[config.mk]
export PLATFORM = sky130hd
export DESIGN_NAME = cc_gate_logic_pipe
export DESIGN_NICKNAME = d
export VERILOG_FILES = /design/src/rtl/cc_gate_logic_pkg.sv /design/src/rtl/cc_gate_logic_core.sv /design/src/rtl/cc_gate_logic_pipe.sv
export SDC_FILE = /design/constraint.sdc
export NUM_CORES = 1
export LEC_CHECK = 0
export CORE_MARGIN = 4
export CORE_UTILIZATION = 45
export DETAILED_ROUTE_END_ITERATION = 16
export PLACE_DENSITY = 0.71
export SLEW_MARGIN = 0
export SYNTH_ARGS = -nofsm -noshare
export SYNTH_HDL_FRONTEND = slang
export SYNTH_SLANG_ARGS = --single-unit
[constraint.sdc]
create_clock -name CC_GateLOGIC_CLOCK_50 -period 2.1 [get_ports CC_GateLOGIC_CLOCK_50]
set_input_delay 0.315 -clock CC_GateLOGIC_CLOCK_50 [delete_from_list [all_inputs] [get_ports CC_GateLOGIC_CLOCK_50]]
set_output_delay 0.315 -clock CC_GateLOGIC_CLOCK_50 [all_outputs]
set_load 0.1 [all_outputs]
[src/rtl/cc_gate_logic_pkg.sv]
// Shared opcode encodings and occupancy states for the registered bitwise logic unit.
package cc_gate_logic_pkg;

    localparam int OP_WIDTH = 3;

    typedef logic [OP_WIDTH-1:0] op_t;

    localparam op_t OP_NOR    = 3'd0;
    localparam op_t OP_AND    = 3'd1;
    localparam op_t OP_OR     = 3'd2;
    localparam op_t OP_NAND   = 3'd3;
    localparam op_t OP_XOR    = 3'd4;
    localparam op_t OP_XNOR   = 3'd5;
    localparam op_t OP_NOT_A  = 3'd6;
    localparam op_t OP_PASS_A = 3'd7;

    // Number of valid entries held between the output and skid registers.
    typedef enum logic [1:0] {
        OCC_EMPTY = 2'd0,
        OCC_ONE   = 2'd1,
        OCC_TWO   = 2'd2
    } occ_t;

endpackage

[src/rtl/cc_gate_logic_core.sv]
// Bitwise logic function selected by a 3-bit opcode, plus an all-zero flag.
// Latency: combinational, no state.
// Backpressure: none; the caller decides when the result is captured.
import cc_gate_logic_pkg::*;

module cc_gate_logic_core #(
    parameter int DATA_WIDTH = 8
) (
    input  logic [DATA_WIDTH-1:0] a,
    input  logic [DATA_WIDTH-1:0] b,
    input  op_t                   op,
    output logic [DATA_WIDTH-1:0] z,
    output logic                  zero
);

    always_comb begin
        z = '0;
        case (op)
            OP_NOR:    z = ~(a | b);
            OP_AND:    z = a & b;
            OP_OR:     z = a | b;
            OP_NAND:   z = ~(a & b);
            OP_XOR:    z = a ^ b;
            OP_XNOR:   z = ~(a ^ b);
            OP_NOT_A:  z = ~a;
            OP_PASS_A: z = a;
            default:   z = '0;
        endcase
    end

    assign zero = (z == '0);

endmodule

[src/rtl/cc_gate_logic_pipe.sv]
// Registered bitwise logic unit with valid/ready on both sides and a drain counter.
// Latency: 1 cycle from accept to valid result.
// Backpressure: 2-entry skid (OUT + SKID); ready is registered and drops only when both entries are full.
import cc_gate_logic_pkg::*;

module cc_gate_logic_pipe #(
    parameter int DATA_WIDTH = 8,
    parameter int CNT_WIDTH  = 16
) (
    input  logic                  CC_GateLOGIC_CLOCK_50,
    input  logic                  CC_GateLOGIC_RESET_InLow,
    input  logic [DATA_WIDTH-1:0] CC_GateLOGIC_a_In,
    input  logic [DATA_WIDTH-1:0] CC_GateLOGIC_b_In,
    input  logic [OP_WIDTH-1:0]   CC_GateLOGIC_op_In,
    input  logic                  CC_GateLOGIC_valid_In,
    output logic                  CC_GateLOGIC_ready_Out,
    output logic [DATA_WIDTH-1:0] CC_GateLOGIC_z_Out,
    output logic                  CC_GateLOGIC_zero_Out,
    output logic                  CC_GateLOGIC_valid_Out,
    input  logic                  CC_GateLOGIC_ready_In,
    output logic [CNT_WIDTH-1:0]  CC_GateLOGIC_count_Out
);

    typedef struct packed {
        logic [DATA_WIDTH-1:0] z;
        logic                  zero;
    } entry_t;

    occ_t                 occState;
    occ_t                 occNext;
    entry_t               outEntry;
    entry_t               skidEntry;
    entry_t               newEntry;
    logic                 readyReg;
    logic [CNT_WIDTH-1:0] drainCount;

    logic outVld;
    logic skidVld;
    logic accept;
    logic drain;
    logic loadOut;
    logic loadOutFromSkid;
    logic loadSkid;

    cc_gate_logic_core #(
        .DATA_WIDTH(DATA_WIDTH)
    ) uCore (
        .a    (CC_GateLOGIC_a_In),
        .b    (CC_GateLOGIC_b_In),
        .op   (CC_GateLOGIC_op_In),
        .z    (newEntry.z),
        .zero (newEntry.zero)
    );

    assign outVld  = (occState != OCC_EMPTY);
    assign skidVld = (occState == OCC_TWO);
    assign accept  = CC_GateLOGIC_valid_In & readyReg;
    assign drain   = outVld & CC_GateLOGIC_ready_In;

    // readyReg is low in TWO, so an accept can never coincide with a full skid.
    always_comb begin
        occNext         = occState;
        loadOut         = 1'b0;
        loadOutFromSkid = 1'b0;
        loadSkid        = 1'b0;
        case (occState)
            OCC_EMPTY: begin
                if (accept) begin
                    occNext = OCC_ONE;
                    loadOut = 1'b1;
                end
            end
            OCC_ONE: begin
                if (accept && drain) begin
                    loadOut = 1'b1;
                end else if (accept) begin
                    occNext  = OCC_TWO;
                    loadSkid = 1'b1;
                end else if (drain) begin
                    occNext = OCC_EMPTY;
                end
            end
            OCC_TWO: begin
                if (drain) begin
                    occNext         = OCC_ONE;
                    loadOutFromSkid = 1'b1;
                end
            end
            default: occNext = OCC_EMPTY;
        endcase
    end

    always_ff @(posedge CC_GateLOGIC_CLOCK_50) begin
        if (!CC_GateLOGIC_RESET_InLow) begin
            occState   <= OCC_EMPTY;
            outEntry   <= '0;
            skidEntry  <= '0;
            readyReg   <= 1'b0;
            drainCount <= '0;
        end else begin
            occState <= occNext;
            readyReg <= (occNext != OCC_TWO);
            if (loadOut) begin
                outEntry <= newEntry;
            end else if (loadOutFromSkid) begin
                outEntry <= skidEntry;
            end
            if (loadSkid) begin
                skidEntry <= newEntry;
            end
            if (drain) begin
                drainCount <= drainCount + CNT_WIDTH'(1);
            end
        end
    end

    assign CC_GateLOGIC_ready_Out = readyReg;
    assign CC_GateLOGIC_valid_Out = outVld;
    assign CC_GateLOGIC_z_Out     = outEntry.z;
    assign CC_GateLOGIC_zero_Out  = outEntry.zero;
    assign CC_GateLOGIC_count_Out = drainCount;

    // skidVld documents the skid occupancy; ready mirrors its complement outside reset.
    logic unusedSkidVld;
    assign unusedSkidVld = skidVld;

endmodule
After elaboration in Yosys (flattened, before gate mapping)
Cells that the tools add are included.
Storage, ports and cells
  input port bits: 23
  bits in latches: 0
  memory bits (writable): 0
  output and inout port bits: 27
  bits in read-only memories: 0
  bits in registers: 37
  memories: 0
  logic and storage cells: 49
Operators by class
  multiply operators: 0
  multiplexer cells: 16
  shift-type cells: 0
  add/sub/neg operators: 1
  bitwise gates (word level): 9
  reductions and logical operators: 6
  magnitude comparators: 0
  equality and inequality tests: 10
  divide/modulo/power cells: 0
Operators with widths (count)
  one-hot mux 8 bit (8 select lines): 1
  NOT 8 bit: 4
  two-way mux 9 bit: 2
  adder 16 x 1 -> 16 bit, second input constant: 1
  == test 3 bit, second input constant: 4
  two-way mux 2 bit: 5
  bitwise AND 8 bit: 1
  logical NOT 8 bit: 1
  OR 8 bit: 1
  XOR 8 bit: 1
  == test 3 x 2 -> 1 bit, second input constant: 2
  two-way mux 1 bit: 6
  one-hot mux 2 bit (3 select lines): 1
  nonzero test 2 bit: 2
  == test 3 x 1 -> 1 bit, second input constant: 1
  logical NOT 3 bit: 1
  bitwise AND 1 bit: 2
  == test 2 x 1 -> 1 bit, second input constant: 1
  == test 2 bit, second input constant: 1
  logical NOT 2 bit: 1
  inequality test 2 bit, second input constant: 1
  one-hot mux 1 bit (2 select lines): 1
  logical AND 1 bit: 1

Longest topological paths before layout
  word-level depth: 7
  mapped depth: 8
  depth with buffers taken out: 7

Modules after synthesis
From an unflattened synthesis, not the netlist that was laid out.
Unflattened totals
  cell total of the unflattened synthesis: 303
  area, all modules: 2656.3 um^2
Modules (own cells, without submodules)
  cc_gate_logic_pipe: cells an instance 171, area an instance 1655.3 um^2, instances 1, sequential area each 740.7 um^2
  cc_gate_logic_core: cells an instance 132, area an instance 1001.0 um^2, instances 1, sequential area each 0.0 um^2

Least setup slack after synthesis
Ideal clock, no wire load.
  path type: flip-flop to flip-flop
  start: register drainCount[0] (netlist: CC_GateLOGIC_count_Out[0])
  end: register drainCount[12] (netlist: CC_GateLOGIC_count_Out[12])
  buffers on the path: 0
  arrival: 2123 ps
  data required time: 1972 ps
  clock period less this slack: 2251 ps
  cell stages (with the launch flop): 7
  library setup time: 128 ps
  path slack: -151 ps
  cell sequence: dfxtp_1 -> ha_1 -> o2111a_1 -> nand2_1 -> nor4_1 -> xnor2_1 -> nor2_1
On the way
  word-level cells in the longest chain between the ends: 1
Ends and longest elaborated chain
  start, declared: line cc_gate_logic_pipe.sv:35  | logic [CNT_WIDTH-1:0] drainCount;
  start signal, assigned: line cc_gate_logic_pipe.sv:112  | drainCount <= drainCount + CNT_WIDTH'(1);
  adder 16 x 1 -> 16 bit: line cc_gate_logic_pipe.sv:112
Every way passes these cells.
A chain may end at the register's enable or synchronous reset.

Worst setup path in the final report
  start: input port CC_GateLOGIC_a_In[0]
  end: register outEntry, in the netlist CC_GateLOGIC_zero_Out
On the way
  word-level cells in the longest chain between the ends: 5
  elaborated cells on any way between the ends: 10
  those cells by class: mux: 2; bitwise: 7; reduce/logical: 1
Ends and longest elaborated chain
  start, declared: line cc_gate_logic_pipe.sv:12  | input logic [DATA_WIDTH-1:0] CC_GateLOGIC_a_In,
  XOR 8 bit (tied with other cells): line cc_gate_logic_core.sv:23, cc_gate_logic_core.sv:24
  NOT 8 bit, on equally long branches: line cc_gate_logic_core.sv:24, cc_gate_logic_core.sv:19, cc_gate_logic_core.sv:22
  one-hot mux 8 bit (8 select lines) *: line cc_gate_logic_core.sv:18  | case (op)
  logical NOT 8 bit *: line cc_gate_logic_core.sv:31  | assign zero = (z == '0);
  two-way mux 9 bit *: line cc_gate_logic_pipe.sv:103  | if (loadOut) begin
  end signal, assigned: line cc_gate_logic_pipe.sv:104  | outEntry <= newEntry;
  end signal, assigned: line cc_gate_logic_pipe.sv:106  | outEntry <= skidEntry;
  end, declared: line cc_gate_logic_pipe.sv:31  | entry_t outEntry;
Mark *: on every way between the ends. The rest lies on a longest branch, timed or not.

==> metrics.txt <==
CP max-delay cell clkdlybuf4s50_1; total of max-cap violations 0; setup slack at placement -0.158 ns; Worst-Skew Late Latency 0.29 ns; yosys warns 0; CP required 2.32 ns; cells after synthesis 313; first-pass GRT wire length 10,100 um; DRT Wirelength 5800 um; post-synthesis mux area share 5.57%; initial antenna violation count 0; synth unique cells 71; post-synth top area share 28.0%; Mean Syn Cell Area 8.47 um^2; # diodes 0; Sequential Power Share 38.9%; Placeable Area 0.00561 mm^2; height of the die 84.7 um; worst setup margin 0.138 ns; Synth Cell Area 0.00265 mm^2; Setup CP Type in2reg; number of remaining DRC errors 0; initial core utilization 47.3%; grt ovf 0; Max Used Layer met4; P_leak 0.00151 uW; largest net degree at the start of global routing 31; Synth Register Bits 37; layout net count 426; pwr/cell area 546 mW/mm^2; Synth Area in Simple Gates 27.4%; Setup crit start CC_GateLOGIC_a_In[0]; synth cell count leaders nor2_1 (42), dfxtp_1 (37), nand2_1 (26); WP data arrival 2.18 ns; Synth Flop Type dfxtp_1; Setup TNS Final 0 ns; clk_skew 0.00555 ns; number of synthesized flops with an enable pin 0; site row count 27; clock tree sinks 37; DR WL met3 266 um; gr usage total 17.1%; iteration-0 DRC count of the detailed router 104; worst rel slew slack 67.9%; RR Startpoint occState[1]$_SDFF_PN0_; Post-DP HPWL 4570 um; Num CTS Buffers 5; clock root buffer master clkbuf_8; chip width 84.7 um; Net Sw Frac 30.2%; CP endpoint kind flip-flop; htree depth 2; Final ANT Viol Nets 0; die area 0.00718 mm^2; internal power 1320 uW; hold_sp skidEntry[8]$_SDFFE_PN0P_; Post-Synth Adder-Cell Area 8.03%; Max stage delay on crit path 0.49 ns; routed len/inst 12.6 um; ranking of synthesized cells by area dfxtp_1 (28%), ha_1 (8.0%), nor2_1 (5.9%); Seq/Total Area, Yosys 28.0%; Least-Margin Pin Slew 0.478 ns; PostCTS Resize Cnt 0; vias per inst 5.22; crit-path cells clkdlybuf4s50_1, inv_1, ha_1, mux2i_1, o32ai_1, nor3_1, nand2_1, o31ai_2; DRT Pass-1 Iters 4; final worst path period need 1.96 ns; area leader, netlist dfxtp_1; GP Congestion 0.828; Max IR drop VDD 0.000397 V; IO buf count 49; status finished, final reports clean; Sw Pwr 571 uW; Synth Area in Compound Gates 18.6%; fin crit share 93.4%; Startpoint Class input port; total power 1890 uW; Post-Syn Nets 353; total setup buffers inserted after CTS 0; share of post-route cells with drive strength above 1 26.1%; CP Max Fanout 3; largest family of logic cells by synthesized area simple AND/OR/NAND/NOR gates; most frequent cell after synthesis nor2_1; WL met1 2880 um; final hold vios 0; vias after detailed routing 2,398; Final Slew Violations 0; vias in the first global route 2,265; CTS tree yes; Clock Pin Slew Worst Setup and Hold Paths 0.07 ns; combinational share of power 27.4%; Fmax 510 MHz; min-delay worst type reg2reg; Area Overhead vs Synth 30.8%; final core occ 61.8%; CTS Hold Bufs 0; Synth Area in XOR/XNOR 5.29%; clock power share 33.8%; WL met2 2560 um; final setup violating endpoints 0; Async SR Flop Fraction 0%; reg2reg setup slack 0.49 ns; RSZ-0062 raised after global routing false; Max clock buf depth 2; Final Hold Slack 0.472 ns; I/O pin count 50
power groups by stage:
| stage | clock [uW] | sequential, uW | combinational [uW] |
|---|---|---|---|
| 2_1_floorplan | 0 | 841 | 261 |
| 3_3_place_gp | 0 | 751 | 512 |
| 3_5_place_dp | 0 | 752 | 518 |
| 4_1_cts | 660 | 736 | 521 |
| 5_1_grt | 677 | 738 | 563 |
| 6_report | 639 | 736 | 517 |
per-stage QoR:
| stage | area, um^2 | std cells |
|---|---|---|
| final | 3470 | 459 |
| after global routing | 3470 | 459 |
| after CTS | 3460 | 459 |
| after global placement | 3350 | 451 |
| after detailed placement | 3350 | 451 |
| after floorplan | 2660 | 313 |
metal layers:
| metal | GRT usage (%) | up-vias |
|---|---|---|
| met3 | 3.43 | 7 |
| met4 | 6.47 | 0 |
| met5 | 0 | - |
| met2 | 26.9 | 48 |
| met1 | 23.0 | 1089 |
| li1 | - | 1254 |
sequential cells by signal, indices dropped and copies added, names as in the netlist:
register                flops
skidEntry                   9
CC_GateLOGIC_z_Out          8
CC_GateLOGIC_ready_Out      1
occState                    2
CC_GateLOGIC_count_Out     16
CC_GateLOGIC_zero_Out       1
layout by cell type (no fill, tap or decap), drive strengths merged, types with 5 or more instances in the layout:
cell type       n
inv            21
clkbuf          7
mux2i          11
nor2b           5
nor2           43
clkdlybuf4s50  21
a211oi          8
o21ai           7
dfxtp          37
buf            60
nor4            6
nor3            8
xnor2           9
nand2b          5
nand3           9
xor2            7
nand2          26
a21oi          11
ha             17
final cells by class:
| class | instances | area [um^2] |
|---|---|---|
| well taps | 72 | 90.1 |
| inverters | 21 | 78.8 |
| multi-input cells | 239 | 1720 |
| clock buffers | 7 | 86.3 |
| clock inverters | 1 | 30.0 |
| flip-flops and latches | 37 | 748 |
| fillers | 536 | 2140 |
| repair buffers | 82 | 711 |
critical path, delay by kind of cell:
family	cells	cell delay, ns
multiplexers	1	0.13
AND/OR/NAND/NOR	2	0.56
buffers and inverters	2	0.54
adder cells (fa/ha/maj)	1	0.30
AO/OA/AOI/OAI	2	0.33
worst paths after layout:
| kind | endpoint | cells past startpoint |
|---|---|---|
| hold / removal | skidEntry[8]$_SDFFE_PN0P_ | 2 |
| setup reg to reg | CC_GateLOGIC_z_Out[2]$_SDFFE_PN0P_ | 5 |
| setup / recovery | CC_GateLOGIC_zero_Out$_SDFFE_PN0P_ | 8 |
| hold reg to reg | skidEntry[8]$_SDFFE_PN0P_ | 2 |
kinds of logic after synthesis:
kind of cell,Yosys count
adders and majority gates,17
buffers and inverters,37
AOI/OAI and AO/OA,60
muxes,14
DFF,37
xor gates and xnor gates,16
and+or+nand+nor,132
(Power assumes the default switching activity.)
